## src/rtl/pwm_mc.sv

```systemverilog
// pwm_mc: multi-channel PWM generator.
// One shared prescaler and period counter drive CH duty comparators. Supports
// edge-aligned and center-aligned counting. Duty and mode are shadowed and only
// taken over at period boundaries, polarity applies immediately, and a one-clock
// strobe marks the start of each period.
//
// Ports:
//   clk          system clock
//   rst          synchronous active-high reset
//   en           run enable; 0 holds counters at 0 and drives outputs inactive
//   dvsr         prescaler divisor; one count tick every dvsr+1 clocks
//   mode         0 = edge-aligned, 1 = center-aligned
//   duty         packed per-channel duty, channel i at [i*(n+1) +: n+1]
//   pol          per-channel polarity; 1 inverts the channel output
//   pwm          registered PWM outputs
//   period_start one-clock pulse when a new period begins
module pwm_mc #(
  parameter int unsigned n  = 8,
  parameter int unsigned CH = 4
) (
  input  logic                clk,
  input  logic                rst,
  input  logic                en,
  input  logic [31:0]         dvsr,
  input  logic                mode,
  input  logic [CH*(n+1)-1:0] duty,
  input  logic [CH-1:0]       pol,
  output logic [CH-1:0]       pwm,
  output logic                period_start
);

  localparam int unsigned DW = n + 1;
  localparam logic [n-1:0] CNT_MAX = {n{1'b1}};

  typedef enum logic {
    DIR_UP   = 1'b0,
    DIR_DOWN = 1'b1
  } dir_e;

  logic [31:0]      q_q, q_d;
  logic [n-1:0]     cnt_q, cnt_d;
  dir_e             dir_q, dir_d;
  logic             mode_act_q, mode_act_d;
  logic [CH*DW-1:0] duty_act_q, duty_act_d;
  logic [CH-1:0]    pwm_q, pwm_d;
  logic             ps_q, ps_d;

  logic             tick;
  logic             boundary;
  logic [CH-1:0]    raw;

  // Prescaler tick; a q beyond dvsr simply wraps through 2^32-1.
  assign tick = en && (q_q == dvsr);

  // Period end: top of the count in edge mode, bottom of the down ramp in center mode.
  assign boundary = tick && (mode_act_q ? ((cnt_q == '0) && (dir_q == DIR_DOWN))
                                        : (cnt_q == CNT_MAX));

  // Unsigned (n+1)-bit compare; duty >= 2^n therefore stays high for the whole period.
  always_comb begin
    raw = '0;
    for (int i = 0; i < CH; i++) begin
      raw[i] = ({1'b0, cnt_q} < duty_act_q[i*DW +: DW]);
    end
  end

  // Next-state for prescaler, counter, shadow registers and outputs.
  always_comb begin
    q_d        = q_q;
    cnt_d      = cnt_q;
    dir_d      = dir_q;
    mode_act_d = mode_act_q;
    duty_act_d = duty_act_q;
    pwm_d      = pwm_q;
    ps_d       = 1'b0;

    if (!en) begin
      // Idle: counters parked, shadows transparent so enabling starts with live values.
      q_d        = '0;
      cnt_d      = '0;
      dir_d      = DIR_UP;
      mode_act_d = mode;
      duty_act_d = duty;
      pwm_d      = pol;
    end else begin
      q_d   = tick ? 32'd0 : q_q + 32'd1;
      pwm_d = raw ^ pol;

      if (tick) begin
        if (!mode_act_q) begin
          cnt_d = cnt_q + n'(1);
        end else if (dir_q == DIR_UP) begin
          // Turnaround ticks hold the count so the extremes are counted twice.
          if (cnt_q == CNT_MAX) dir_d = DIR_DOWN;
          else                  cnt_d = cnt_q + n'(1);
        end else begin
          if (cnt_q == '0) dir_d = DIR_UP;
          else             cnt_d = cnt_q - n'(1);
        end
      end

      if (boundary) begin
        duty_act_d = duty;
        mode_act_d = mode;
        ps_d       = 1'b1;
        if (mode != mode_act_q) begin
          cnt_d = '0;
          dir_d = DIR_UP;
        end
      end
    end
  end

  // State register with synchronous reset.
  always_ff @(posedge clk) begin
    if (rst) begin
      q_q        <= '0;
      cnt_q      <= '0;
      dir_q      <= DIR_UP;
      mode_act_q <= 1'b0;
      duty_act_q <= '0;
      pwm_q      <= '0;
      ps_q       <= 1'b0;
    end else begin
      q_q        <= q_d;
      cnt_q      <= cnt_d;
      dir_q      <= dir_d;
      mode_act_q <= mode_act_d;
      duty_act_q <= duty_act_d;
      pwm_q      <= pwm_d;
      ps_q       <= ps_d;
    end
  end

  assign pwm          = pwm_q;
  assign period_start = ps_q;

endmodule

```

## config.mk

```make
export PLATFORM = sky130hd
export DESIGN_NAME = pwm_mc
export DESIGN_NICKNAME = d
export VERILOG_FILES = /design/src/rtl/pwm_mc.sv
export SDC_FILE = /design/constraint.sdc
export NUM_CORES = 1
export LEC_CHECK = 0
export ABC_AREA = 1
export ABC_CLOCK_PERIOD_IN_PS = 2200
export BUFFER_PORTS_ARGS = -buffer_cell sky130_fd_sc_hd__buf_2
export CAP_MARGIN = 20
export CORE_UTILIZATION = 30
export CTS_CLUSTER_DIAMETER = 40
export CTS_CLUSTER_SIZE = 12
export DETAILED_ROUTE_END_ITERATION = 7
export PLACE_DENSITY = 0.45
export REMOVE_ABC_BUFFERS = 1
export SYNTH_ARGS = -nofsm -noshare
export SYNTH_HDL_FRONTEND = slang
export SYNTH_SLANG_ARGS = --single-unit
```

## constraint.sdc

```tcl
create_clock -name clk -period 2.2 [get_ports clk]
set_input_delay 0.11 -clock clk [delete_from_list [all_inputs] [get_ports clk]]
set_output_delay 0.11 -clock clk [all_outputs]
set_load 0.02 [all_outputs]
```

# --- Word level (Yosys, flattened, before mapping) ---
# Cells that the tools add are included.
# W data, S select, Z words.
totals:
  regBits: 83
  input_bits: 76
  out_inout_bits: 5
  elab_cells: 47
classes:
  add_sub_neg: 3
  order_cmp: 4
  n_eq_ne: 4
  muxes: 21
  bitwise_logic: 2
  n_reduce_logical: 6
ops:
  columns: ["op", "n"]
  rows:
  - ["$mux W36", 2]
  - ["$mux W8", 7]
  - ["$lt A8 B9 Y1", 4]
  - ["$add A32 B1 Y32 const B", 1]
  - ["$eq A32 B32 Y1", 1]
  - ["$mux W1", 11]
  - ["$add A8 B1 Y8 const B", 1]
  - ["$eq A8 B8 Y1 const B", 1]
  - ["$logic_not A8 Y1", 1]
  - ["$sub A8 B1 Y8 const B", 1]
  - ["$mux W4", 1]
  - ["$xor A4 B4 Y4", 1]
  - ["$logic_and A1 B1 Y1", 3]
  - ["$reduce_or A3 Y1", 1]
  - ["$ne A2 B1 Y1 const B", 1]
  - ["$reduce_or A2 Y1", 1]
  - ["$ne A1 B1 Y1", 1]
  - ["$not A1 Y1", 1]

# --- Logic depth before layout (Yosys ltp) ---
logic_depth:
  ltp_word: 7
  ltp_mapped: 14
  mapped_depth_nobuf: 13

# --- Worst setup path after synthesis ---
# Ideal clock, no wire load.
synth_timing:
  path_type: "register to register"
  start: "register cnt_q[1]"
  end: "register duty_act_q[10]"
  arrival_time_ns: 1.724
  required_time_ns: 2.085
  setup_slack_ns: 0.361
  path_stages_with_launch: 12
  period_less_slack_ns: 1.839
  cell_sequence: "dfxtp_1 > inv_1 > ha_1 > nand2_1 > nor2_4 > nand4_2 > a21oi_2 > nand3_2 > buf_6 > buf_4 > a21oi_1 > nor2_1"
synth_via:
  elab_chain_cells: 5
  elab_cells_between_ends: 6
  classes_between: "eq/ne: 2; mux: 1; reduce/logical: 3"
synth_lines:
  columns: ["element", "line_no", "text"]
  rows:
  - ["from (decl)", "41", "logic [n-1:0] cnt_q, cnt_d;"]
  - ["from (signal assigned)", "126", "cnt_q <= cnt_d;"]
  - ["$logic_not A8 Y1", "56", "assign boundary = tick && (mode_act_q ? ((cnt_q == '0) && (dir_q == DIR_DOWN))"]
  - ["$logic_and A1 B1 Y1", "56", null]
  - ["$mux W1 *", "56", null]
  - ["$logic_and A1 B1 Y1 *", "56", null]
  - ["$ne A2 B1 Y1 (no source line) *", null, null]
  - ["to (signal assigned)", "129", "duty_act_q <= duty_act_d;"]
  - ["to (decl)", "44", "logic [CH*DW-1:0] duty_act_q, duty_act_d;"]
# Mark *: on every way between the ends. The rest lies on a longest branch, timed or not.
# A chain may end at the register's enable or synchronous reset.

# --- Worst setup path after layout ---
layout_timing:
  start: "register q_q[0]"
  end: "register q_q[24]"
layout_via:
  elab_chain_cells: 3
  elab_cells_between_ends: 4
  classes_between: "add/sub: 1; eq/ne: 1; reduce/logical: 2"
layout_lines:
  columns: ["element", "line_no", "text"]
  rows:
  - ["from (decl)", "40", "logic [31:0] q_q, q_d;"]
  - ["from (signal assigned)", "125", "q_q <= q_d;"]
  - ["branches (longest 3 deep; another with $add A32 B1 Y32)", null, null]
# Parallel ways; which one is timed is not known.

==> reports/metrics.yaml <==
die_w_microns: 146.2
power_density_nw_per_um2: 476.6
cts_root_buf: "clkbuf_16"
final_nets: 1253
slew-limit-headroom: 0.5290
ant_nets: 0
grt_max_degree: 75
cts_buffer_depth: 2
endpoint_kind: "flop"
die_area_sq_um: 21370
synth_area_sq_um: 6236
die_height_microns: 146.2
tightest_slew_ps: 705.5
cp_max_fo: 7
final_hold_viol_count: 1
core_sq_um: 20300
path_clk_slew_ps: 70
p_total_mw: 3.700
slew_violations: 0
insertion_delay_ps: 350
num_vias: 6559
synth_cell_types: 39
violations: "negative hold slack"
antenna_cells: 0
ios: 81
antenna_found_initial: 0
synth-edff-count: 0
layout_common_cells: "292 x nand2_1, 136 x nor2_1, 132 x inv_1"
rsz0062_at_grt: "no"
dp.cells: 1370
initial_utilization: 0.3072
layout_min_cycle_time_ps: 1996
period_share: 0.9073
status: "complete, but fails checks"
path_cells: "ha_1 > nand2_1 > inv_2 > nand2_2 > nor2_4 > nand2_1 > nor2_4 > nand3_4 > nor3_4 > buf_4 > nand2_1 > nand2_1 > nor2_1"
drv_cap: 0
routabilityCongestion: 0.9009
skew_ps: 9.728
worstPathRequired_ps: 2450
yosys_warnings: 0
mostFrequentLayoutCell: "nand2_1"
h-tree-depth: 3
drtPass1Iterations: 5
critical_path_class: "flop to flop"
grt_usage: 0.1869
synthArstFlopShare: 0
core.rowCount: 52
numCtsBuffers: 9
worstHoldPathType: "input pin to flop"
vias_per_cell: 4.616
syn2layout_area_growth_pct: 24.48
setup_viol: 0
wl_per_cell_microns: 13.73
hpwl_microns: 15090
grt_pass1_vias: 6086
grt_overflow: 0
ff2ff_setup_slack_ps: 200
io_buffers: 80
grt_pass1_wl_microns: 31310
drc: 0
ir_drop_v: 0.0003353
post_layout_nonfiller_instances: 1421
cp_slowest_cell: "dfxtp_2"
worst_hold_slack_ps: -0.07502
drt-total-wl_microns: 19520
drive_above_1_share: 0.1712
cpPeakStageDelay_ps: 410
syn_inst: 1015
cp.arrival_ps: 2240
path_common_cell: "nand2_1"
numClockSinks: 83
synth_flop_cell: "dfxtp_1"
synth.avg_cell_area_sq_um: 6.144
fmax_mhz: 501.0
cp-start-kind: "flop"
first_iter_violations: 424
synth-seq-cells: 83
tritoncts: "built"
seq_area_frac_synth: 0.2665
final_core_util: 0.3824
p_leak_nw: 3.760
-- final cells by class --
cell class | count | area, sq um
clock inverter | 7 | 68.82
clock buffer | 9 | 225.2
multi-input combinational | 754 | 3872
timing repair buffer | 146 | 1025
fill | 2235 | 12540
tap | 270 | 337.8
inverter | 152 | 570.5
sequential | 83 | 1663
-- logic make-up after synthesis --
kind of cell | synth area share
AOI/OAI and AO/OA | 0.08788
xor gates and xnor gates | 0.02247
adders and majority gates | 0.06220
buffers and inverters | 0.1170
DFF | 0.2665
and+or+nand+nor | 0.4440
-- power breakdown --
part           leakage [nW]  switching [mW]  internal [mW]
sequential            0.680          0.0208           1.56
clock                 0.141           0.686          0.876
combinational          2.94           0.318          0.242
-- layer usage --
metal | up-vias | share of wire | track usage
met5 | - | 0 | 0
met4 | 0 | 0.015 | 0.05938
met3 | 23 | 0.043 | 0.02500
met2 | 152 | 0.43 | 0.2926
met1 | 2899 | 0.51 | 0.2641
li1 | 3485 | - | -
-- final timing paths --
path                      startpoint                          end  depth (start not counted)
setup / recovery   q_q[0]$_SDFF_PP0_           q_q[24]$_SDFF_PP0_                         13
hold / removal              duty[17]  duty_act_q[17]$_SDFFE_PP0P_                          3
setup reg to reg   q_q[0]$_SDFF_PP0_           q_q[24]$_SDFF_PP0_                         13
hold reg to reg   q_q[31]$_SDFF_PP0_           q_q[31]$_SDFF_PP0_                          2
-- Yosys cell counts (all sizes together), types with 2 or more instances --
cell type,count,area share
nand2,295,0.18
inv,150,0.090
nor2,143,0.092
dfxtp,83,0.27
nand3,83,0.091
a21oi,81,0.066
nor3,35,0.032
ha,31,0.062
nand4,24,0.025
buf,21,0.022
o21ai,16,0.013
xor2,12,0.017
nor3b,6,0.0080
o211ai,6,0.0072
and2,5,0.0050
clkbuf,5,0.0030
xnor2,4,0.0056
nand3b,3,0.0036
nor4,3,0.0030
or2,3,0.0030
clkinv,2,0.0012
-- stage by stage --
| step | TNS (ps) | setup slack, ps | area (sq um) |
|---|---|---|---|
| global placement | 0 | 134.1 | 7096 |
| global route | 0 | 22.80 | 7762 |
| floorplan | -20220 | -546.5 | 6077 |
| CTS | 0 | 102.7 | 7730 |
| detailed placement | 0 | 113.7 | 7096 |
| finish | 0 | 203.9 | 7762 |
-- what timing repair did --
item | 4_1_cts | 5_1_grt
hold buffers | 34 | 0
hold endpoints to repair | 34 | 0
setup endpoints to repair | 0 | 19
buffers inserted | 0 | 1
gates resized for setup | 0 | 5
-- worst max-delay path: cells and delay by family, from the launching register on --
kind                       cells  cell delay [ps]
and+or+nand+nor               10             1020
DFF                            1              410
adders and majority gates      1              230
buffers and inverters          2              230
-- flip-flops by register name, summed over array words and instances, names as in the netlist --
register and cells:
pwm 4, cnt_q 8, duty_act_q 36, q_q 32, period_start 1, mode_act_q 1
dir_q 1
No activity file was read; power rests on OpenSTA's default activity.
